## src/rtl/fetch_unit_if.sv

```systemverilog
// fetch_unit_if: groups the PC, instruction-memory and decode-side signals
// of the fetch stage into one bundle.
interface fetch_unit_if #(
  parameter int IW = 9,
  parameter int AW = 8
);
  logic [AW-1:0] pc_addr;
  logic          fetch_halt;
  logic          stop;
  logic          flush;
  logic          imem_en;
  logic [AW-1:0] imem_addr;
  logic [IW-1:0] imem_rdata;
  logic          out_valid;
  logic          out_ready;
  logic [IW-1:0] out_instr;
  logic [AW-1:0] out_pc;

  // Environment side: PC, control, memory model and decode.
  modport master (
    output pc_addr, stop, flush, imem_rdata, out_ready,
    input  fetch_halt, imem_en, imem_addr, out_valid, out_instr, out_pc
  );

  // Fetch unit side.
  modport slave (
    input  pc_addr, stop, flush, imem_rdata, out_ready,
    output fetch_halt, imem_en, imem_addr, out_valid, out_instr, out_pc
  );
endinterface

```

## src/rtl/fetch_unit.sv

```systemverilog
// fetch_unit: issues the current PC to a 1-cycle synchronous instruction
// memory, tags each returned word with its PC and queues it in a small
// in-order buffer that feeds decode over valid/ready. The outstanding read
// counts towards occupancy, so the buffer can never overflow.
module fetch_unit #(
  parameter int IW    = 9,
  parameter int AW    = 8,
  parameter int DEPTH = 4
) (
  input  logic        clk,
  input  logic        reset,
  fetch_unit_if.slave bus
);

  localparam int PW = $clog2(DEPTH);
  localparam int CW = $clog2(DEPTH + 1);
  localparam logic [PW-1:0] LAST_PTR = PW'(DEPTH - 1);
  localparam logic [CW:0]   DEPTH_W  = (CW + 1)'(DEPTH);

  // Buffer storage; no reset needed, contents only matter while counted.
  logic [IW-1:0] instr_q [DEPTH];
  logic [AW-1:0] pc_q    [DEPTH];

  logic [PW-1:0] head_q, head_d;
  logic [PW-1:0] tail_q, tail_d;
  logic [CW-1:0] count_q, count_d;
  logic          inflight_q, inflight_d;
  logic [AW-1:0] tag_q, tag_d;

  logic [CW:0]   occupancy;
  logic          full_cond;
  logic          issue;
  logic          push;
  logic          pop;

  function automatic logic [PW-1:0] ptr_inc(input logic [PW-1:0] p);
    return (p == LAST_PTR) ? '0 : p + PW'(1);
  endfunction

  // Occupancy includes the outstanding read so a returning word always has a slot.
  assign occupancy = {1'b0, count_q} + {{CW{1'b0}}, inflight_q};
  assign full_cond = (occupancy >= DEPTH_W);

  // Flush wins over halt so the PC can take the branch on the flush edge.
  assign issue          = !reset && !bus.flush && !bus.stop && !full_cond;
  assign bus.fetch_halt = !reset && !bus.flush && (bus.stop || full_cond);
  assign bus.imem_en    = issue;
  assign bus.imem_addr  = bus.pc_addr;

  // A response or pop coinciding with flush is discarded.
  assign push = inflight_q && !bus.flush;
  assign pop  = (count_q != '0) && bus.out_ready && !bus.flush;

  assign bus.out_valid = (count_q != '0);
  assign bus.out_instr = instr_q[head_q];
  assign bus.out_pc    = pc_q[head_q];

  // Next-state for pointers, occupancy and the outstanding-read tag.
  always_comb begin
    head_d     = head_q;
    tail_d     = tail_q;
    count_d    = count_q;
    inflight_d = issue;
    tag_d      = issue ? bus.pc_addr : tag_q;

    if (pop)  head_d = ptr_inc(head_q);
    if (push) tail_d = ptr_inc(tail_q);

    if (push && !pop) begin
      count_d = count_q + CW'(1);
    end else if (pop && !push) begin
      count_d = count_q - CW'(1);
    end

    if (bus.flush) begin
      head_d     = '0;
      tail_d     = '0;
      count_d    = '0;
      inflight_d = 1'b0;
    end
  end

  // Control state register with synchronous reset.
  always_ff @(posedge clk) begin
    if (reset) begin
      head_q     <= '0;
      tail_q     <= '0;
      count_q    <= '0;
      inflight_q <= 1'b0;
      tag_q      <= '0;
    end else begin
      head_q     <= head_d;
      tail_q     <= tail_d;
      count_q    <= count_d;
      inflight_q <= inflight_d;
      tag_q      <= tag_d;
    end
  end

  // Write the returning word and its PC tag into the tail slot.
  always_ff @(posedge clk) begin
    if (push && !reset) begin
      instr_q[tail_q] <= bus.imem_rdata;
      pc_q[tail_q]    <= tag_q;
    end
  end

endmodule
```

## src/flat_wrapper.sv

```systemverilog
// flat-port wrapper written by rule: the top's interface ports become plain ports
module fetch_unit_flat 
#(
  parameter int IW    = 9,
  parameter int AW    = 8,
  parameter int DEPTH = 4
)
  (clk, reset, bus_pc_addr, bus_stop, bus_flush, bus_imem_rdata, bus_out_ready, bus_fetch_halt, bus_imem_en, bus_imem_addr, bus_out_valid, bus_out_instr, bus_out_pc);
  fetch_unit_if #(.IW(IW), .AW(AW)) bus_i ();
  input  logic clk;
  input  logic reset;
  input wire logic [$bits(bus_i.pc_addr)-1:0] bus_pc_addr;
  input wire logic [$bits(bus_i.stop)-1:0] bus_stop;
  input wire logic [$bits(bus_i.flush)-1:0] bus_flush;
  input wire logic [$bits(bus_i.imem_rdata)-1:0] bus_imem_rdata;
  input wire logic [$bits(bus_i.out_ready)-1:0] bus_out_ready;
  output wire logic [$bits(bus_i.fetch_halt)-1:0] bus_fetch_halt;
  output wire logic [$bits(bus_i.imem_en)-1:0] bus_imem_en;
  output wire logic [$bits(bus_i.imem_addr)-1:0] bus_imem_addr;
  output wire logic [$bits(bus_i.out_valid)-1:0] bus_out_valid;
  output wire logic [$bits(bus_i.out_instr)-1:0] bus_out_instr;
  output wire logic [$bits(bus_i.out_pc)-1:0] bus_out_pc;
  assign bus_i.pc_addr = bus_pc_addr;
  assign bus_i.stop = bus_stop;
  assign bus_i.flush = bus_flush;
  assign bus_i.imem_rdata = bus_imem_rdata;
  assign bus_i.out_ready = bus_out_ready;
  assign bus_fetch_halt = bus_i.fetch_halt;
  assign bus_imem_en = bus_i.imem_en;
  assign bus_imem_addr = bus_i.imem_addr;
  assign bus_out_valid = bus_i.out_valid;
  assign bus_out_instr = bus_i.out_instr;
  assign bus_out_pc = bus_i.out_pc;
  fetch_unit #(.IW(IW), .AW(AW), .DEPTH(DEPTH)) u_core (.clk(clk), .reset(reset), .bus(bus_i));
endmodule
```

## config.mk

```make
export PLATFORM = sky130hd
export DESIGN_NAME = fetch_unit_flat
export DESIGN_NICKNAME = d
export VERILOG_FILES = /design/src/rtl/fetch_unit_if.sv /design/src/rtl/fetch_unit.sv /design/src/flat_wrapper.sv
export SDC_FILE = /design/constraint.sdc
export NUM_CORES = 1
export LEC_CHECK = 0
export ABC_AREA = 1
export CAP_MARGIN = 40
export CELL_PAD_IN_SITES_DETAIL_PLACEMENT = 1
export CELL_PAD_IN_SITES_GLOBAL_PLACEMENT = 1
export CORE_MARGIN = 2
export CORE_UTILIZATION = 45
export CTS_BUF_LIST = sky130_fd_sc_hd__clkbuf_8
export DETAILED_ROUTE_END_ITERATION = 6
export MAX_ROUTING_LAYER = met4
export PLACE_DENSITY_LB_ADDON = 0.3
export SLEW_MARGIN = 15
export SYNTH_ARGS = -nofsm -noshare
export SYNTH_HDL_FRONTEND = slang
export SYNTH_SLANG_ARGS = --single-unit
export TNS_END_PERCENT = 10
```

## constraint.sdc

```tcl
create_clock -name clk -period 4.75 [get_ports clk]
set_input_delay 0.475 -clock clk [delete_from_list [all_inputs] [get_ports clk]]
set_output_delay 0.475 -clock clk [all_outputs]
set_load 0.005 [all_outputs]
```

==> results.md <==
Global route:
- The number of global-route vias before repair was 2448.
- Entering global routing, the biggest net connects 36 pins.
- Global routing used 19.6% of the available tracks.
- The overall overflow remaining after global route is 0.
- The global-route wire length before repair is 12.0 mm.
- The number of antenna violations at the first check in global routing is 0.

Timing:
- Across the routed clock network, the largest skew measured is 0.0109 ns.
- The max-slew violation total from the final report is 0.
- In the finished design, the share of the clock period the worst path needs comes to 60.5%.
- For the pin with the worst max-slew slack, the measured transition is 0.670 ns.
- Setup total negative slack on the finished layout was measured at 0 ns.
- Setup repair after global routing left no endpoint under its margin.
- Derived from the worst setup path, the maximum achievable clock frequency is 348 MHz.
- The final critical path time including I/O delays and setup is 2.87 ns.
- Setup violations remaining at the end of the flow were counted as 0.
- Hold timing on the final database bottoms out at a slack of 0.527 ns.
- The worst relative slew slack is 55.2%.
- The final number of hold-violating endpoints was 0.

Worst setup path:
- The arrival time at the worst endpoint is 2.40 ns.
- The type of the worst setup path is reg -> out.
- The cell type of the slowest stage on the worst timing path is clkinv_2.
- Of all nets on the critical path, the largest fanout is 35.
- The worst setup path is captured at a primary output.
- Walking the worst path, the cells encountered are buf_4, clkinv_2, o21ai_0, o22ai_1, clkdlybuf4s50_1.
- For the worst setup path, the data required time is 4.28 ns.
- The cell type group with the largest total delay on the critical path is buffers and inverters.
- For this run, the slowest stage of the critical path takes 0.48 ns.
- STA classifies the critical path startpoint as a register.
- The startpoint of the worst-slack reg-to-reg timing path is u_core.tail_q[0].
- The buffer and inverter count on the worst path is 3.

Clocking:
- The hold-fix buffer count after cts is 0.
- The H-tree depth reported by CTS is 3.
- The number of buffers added by the clock tree synthesis step is 9.
- The CTS sink count is 86.
- The number of gates resized after cts is 0.
- The clock-pin slew of the registers on the worst-case setup and hold paths is 0.08 ns.
- The cell at the root of the clock tree is clkbuf_8.
- TritonCTS built the clock tree.
- The buffers inserted during post-CTS setup optimization is 0.
- The clock reaches the later pin of the worst-skew pair after 0.35 ns.
- No sink is reached through more buffers than the 2 on the longest clock path.

Detailed routing:
- Once detail routing completed, the nets flagged for antenna violations numbered 0.
- The wire length after detailed routing is 7.40 mm.
- The wire length per cell after detailed routing is 17.0 um.
- The post-detailed-route via-to-cell ratio is 5.13.
- The pre-antenna-repair detailed-routing pass consisted of 4 iterations.
- The remaining routing DRC violations is 0.
- The violation count after the first detailed-route iteration is 97.
- The detailed router placed 2233 vias in this run.

Final layout:
- The number of antenna diodes in the final layout is 0.
- The layout overhead on the synthesized area is 22.8%.
- The library cell used most frequently in the layout, excluding fill and tap cells, is edfxtp_1.
- Leaving out fill and tap cells, the most frequent cells in the layout are edfxtp_1 (68), nor2_1 (49), clkdlybuf4s50_1 (49), nand2_1 (30), o21ai_0 (22).
- The final layout contains 360 nets.
- The filler cell count is 768.
- The finished layout holds 435 standard cells, fillers aside.
- After routing the design area is 0.00418 mm^2.
- The post-route netlist has 7.14% of its cells at a drive strength greater than 1.

Die:
- The die is 90.9 um tall.
- The die covers 0.00827 mm^2.
- The I/O pin count is 50.
- For this configuration, the core starts out at a cell density of 46.6%.
- The number of cell rows is 31.
- The area of the core is 0.00729 mm^2.
- The horizontal die dimension is 90.9 um.

Yosys:
- The share of the Yosys chip area taken by registers is 70.6%.
- The synthesized area per cell is 12.0 um^2.
- The cell count after synthesis came out at 283.
- The number of nets in the synthesized netlist is 312.
- The count of state elements after synthesis is 86.
- During synthesis, Yosys emitted a total of 0 warnings.
- After synthesis, the netlist uses 20 different library cells.
- The mapped cell area is 0.00340 mm^2.

Run status:
- The run finished with clean final reports.

Place:
- The number of instances in the placed design is 419.
- The placed instances occupy a cell area of 0.00394 mm^2.
- The final weighted congestion of routability-driven global placement is 0.723.
- The HPWL reported at the end of detailed placement is 4.89 mm.
- The number of buffers added on ports is 49.

Min path:
- The path class of the lowest-slack min-delay path is reg -> reg.
- The startpoint identified for the worst hold timing path is u_core.count_q[1].

Pwr:
- The clock share of power is 40.1%.
- For this design the ratio of total power to cell area is 357 mW/mm^2.
- The share of total power dissipated in combinational logic is 4.5%.
- The largest vdd supply drop is 0.000156 V.
- The part of the power in registers is 55.3%.
- For this design the total switching power over the nets is 289 uW.
- The analysis attributes to cell leakage a power of 1.54 nW.
- The design draws 1.49 mW.
- The internal portion of the total power is 1.20 mW.
- The fraction of power spent switching nets is 19.4%.

Job:
- The max capacitance violation total is 0.
cell type report:
cell class	instances	area, um^2	area share (%)
repair buffers	54	528	12.6
clock buffers	9	124	2.97
flip-flops and latches	86	2400	57.5
inverters	22	88.8	2.13
multi-input cells	158	795	19.0
well taps	99	124	2.97
clock inverters	7	115	2.76
synth_stat cells:
| cell | instances | share of area (%) |
|---|---|---|
| edfxtp_1 | 68 | 60 |
| nor2_1 | 49 | 5.4 |
| nand2_1 | 30 | 3.3 |
| o21ai_0 | 22 | 3.2 |
| inv_1 | 19 | 2.1 |
| dfxtp_1 | 18 | 11 |
| o22ai_1 | 17 | 3.1 |
| o21ai_1 | 15 | 2.2 |
| buf_4 | 12 | 2.6 |
| nand3_1 | 11 | 1.6 |
| ha_1 | 6 | 2.2 |
| buf_2 | 5 | 0.74 |
| a21oi_1 | 4 | 0.59 |
| clkinv_2 | 1 | 0.15 |
| clkinv_4 | 1 | 0.26 |
| fa_1 | 1 | 0.59 |
| inv_2 | 1 | 0.11 |
| nand3_4 | 1 | 0.52 |
| nand3b_1 | 1 | 0.22 |
| nor2_4 | 1 | 0.33 |
worst min-delay path, delay by kind of cell, from the launching register on:
kind	cells	cell delay, ns
flip-flops	1	0.35
AND/OR/NAND/NOR	1	0.08
AO/OA/AOI/OAI	1	0.06
final timing paths:
kind | endpoint | slack, ns | depth (start not counted)
worst max-delay path | bus_out_pc[6] | 1.88 | 5
worst min-delay path | u_core.count_q[1] | 0.53 | 2
worst max register to register | u_core.instr_q[2][3] | 2.92 | 5
worst min register to register | u_core.count_q[1] | 0.53 | 2
cell families after synthesis:
family                   share of synthesized area, %
AO/OA/AOI/OAI                                    9.16
buffers and inverters                            6.00
AND/OR/NAND/NOR                                  11.4
flip-flops                                       70.6
adder cells (fa/ha/maj)                          2.80
state kept, by name (all words and copies together), names as in the netlist, named ones only:
name / flops
u_core.pc_q: 32
u_core.head_q: 2
u_core.count_q: 3
u_core.inflight_q: 1
u_core.tail_q: 2
u_core.instr_q: 36
u_core.tag_q: 8
stage by stage:
stage / util [%] / worst slack, ns
3_3_place_gp: 54.0 / 2.24
5_1_grt: 57.3 / 1.68
2_1_floorplan: - / 2.83
6_report: 57.3 / 1.88
4_1_cts: 57.3 / 1.81
3_5_place_dp: 54.0 / 2.16
per-layer routing:
metal  wire length [um]  track usage, %
met5                  0               -
met4                 60            6.44
met3                285            3.65
met2               3950            35.6
met1               3110            21.7
power by group through the flow:
| stage | clock [mW] | combinational (mW) | sequential [mW] |
|---|---|---|---|
| 5_1_grt | 0.636 | 0.0755 | 0.826 |
| 3_5_place_dp | 0 | 0.0683 | 0.842 |
| 4_1_cts | 0.610 | 0.0690 | 0.825 |
| 3_3_place_gp | 0 | 0.0664 | 0.841 |
| 6_report | 0.599 | 0.0677 | 0.825 |
| 2_1_floorplan | 0 | 0.0291 | 0.839 |
(Power assumes the default switching activity.)
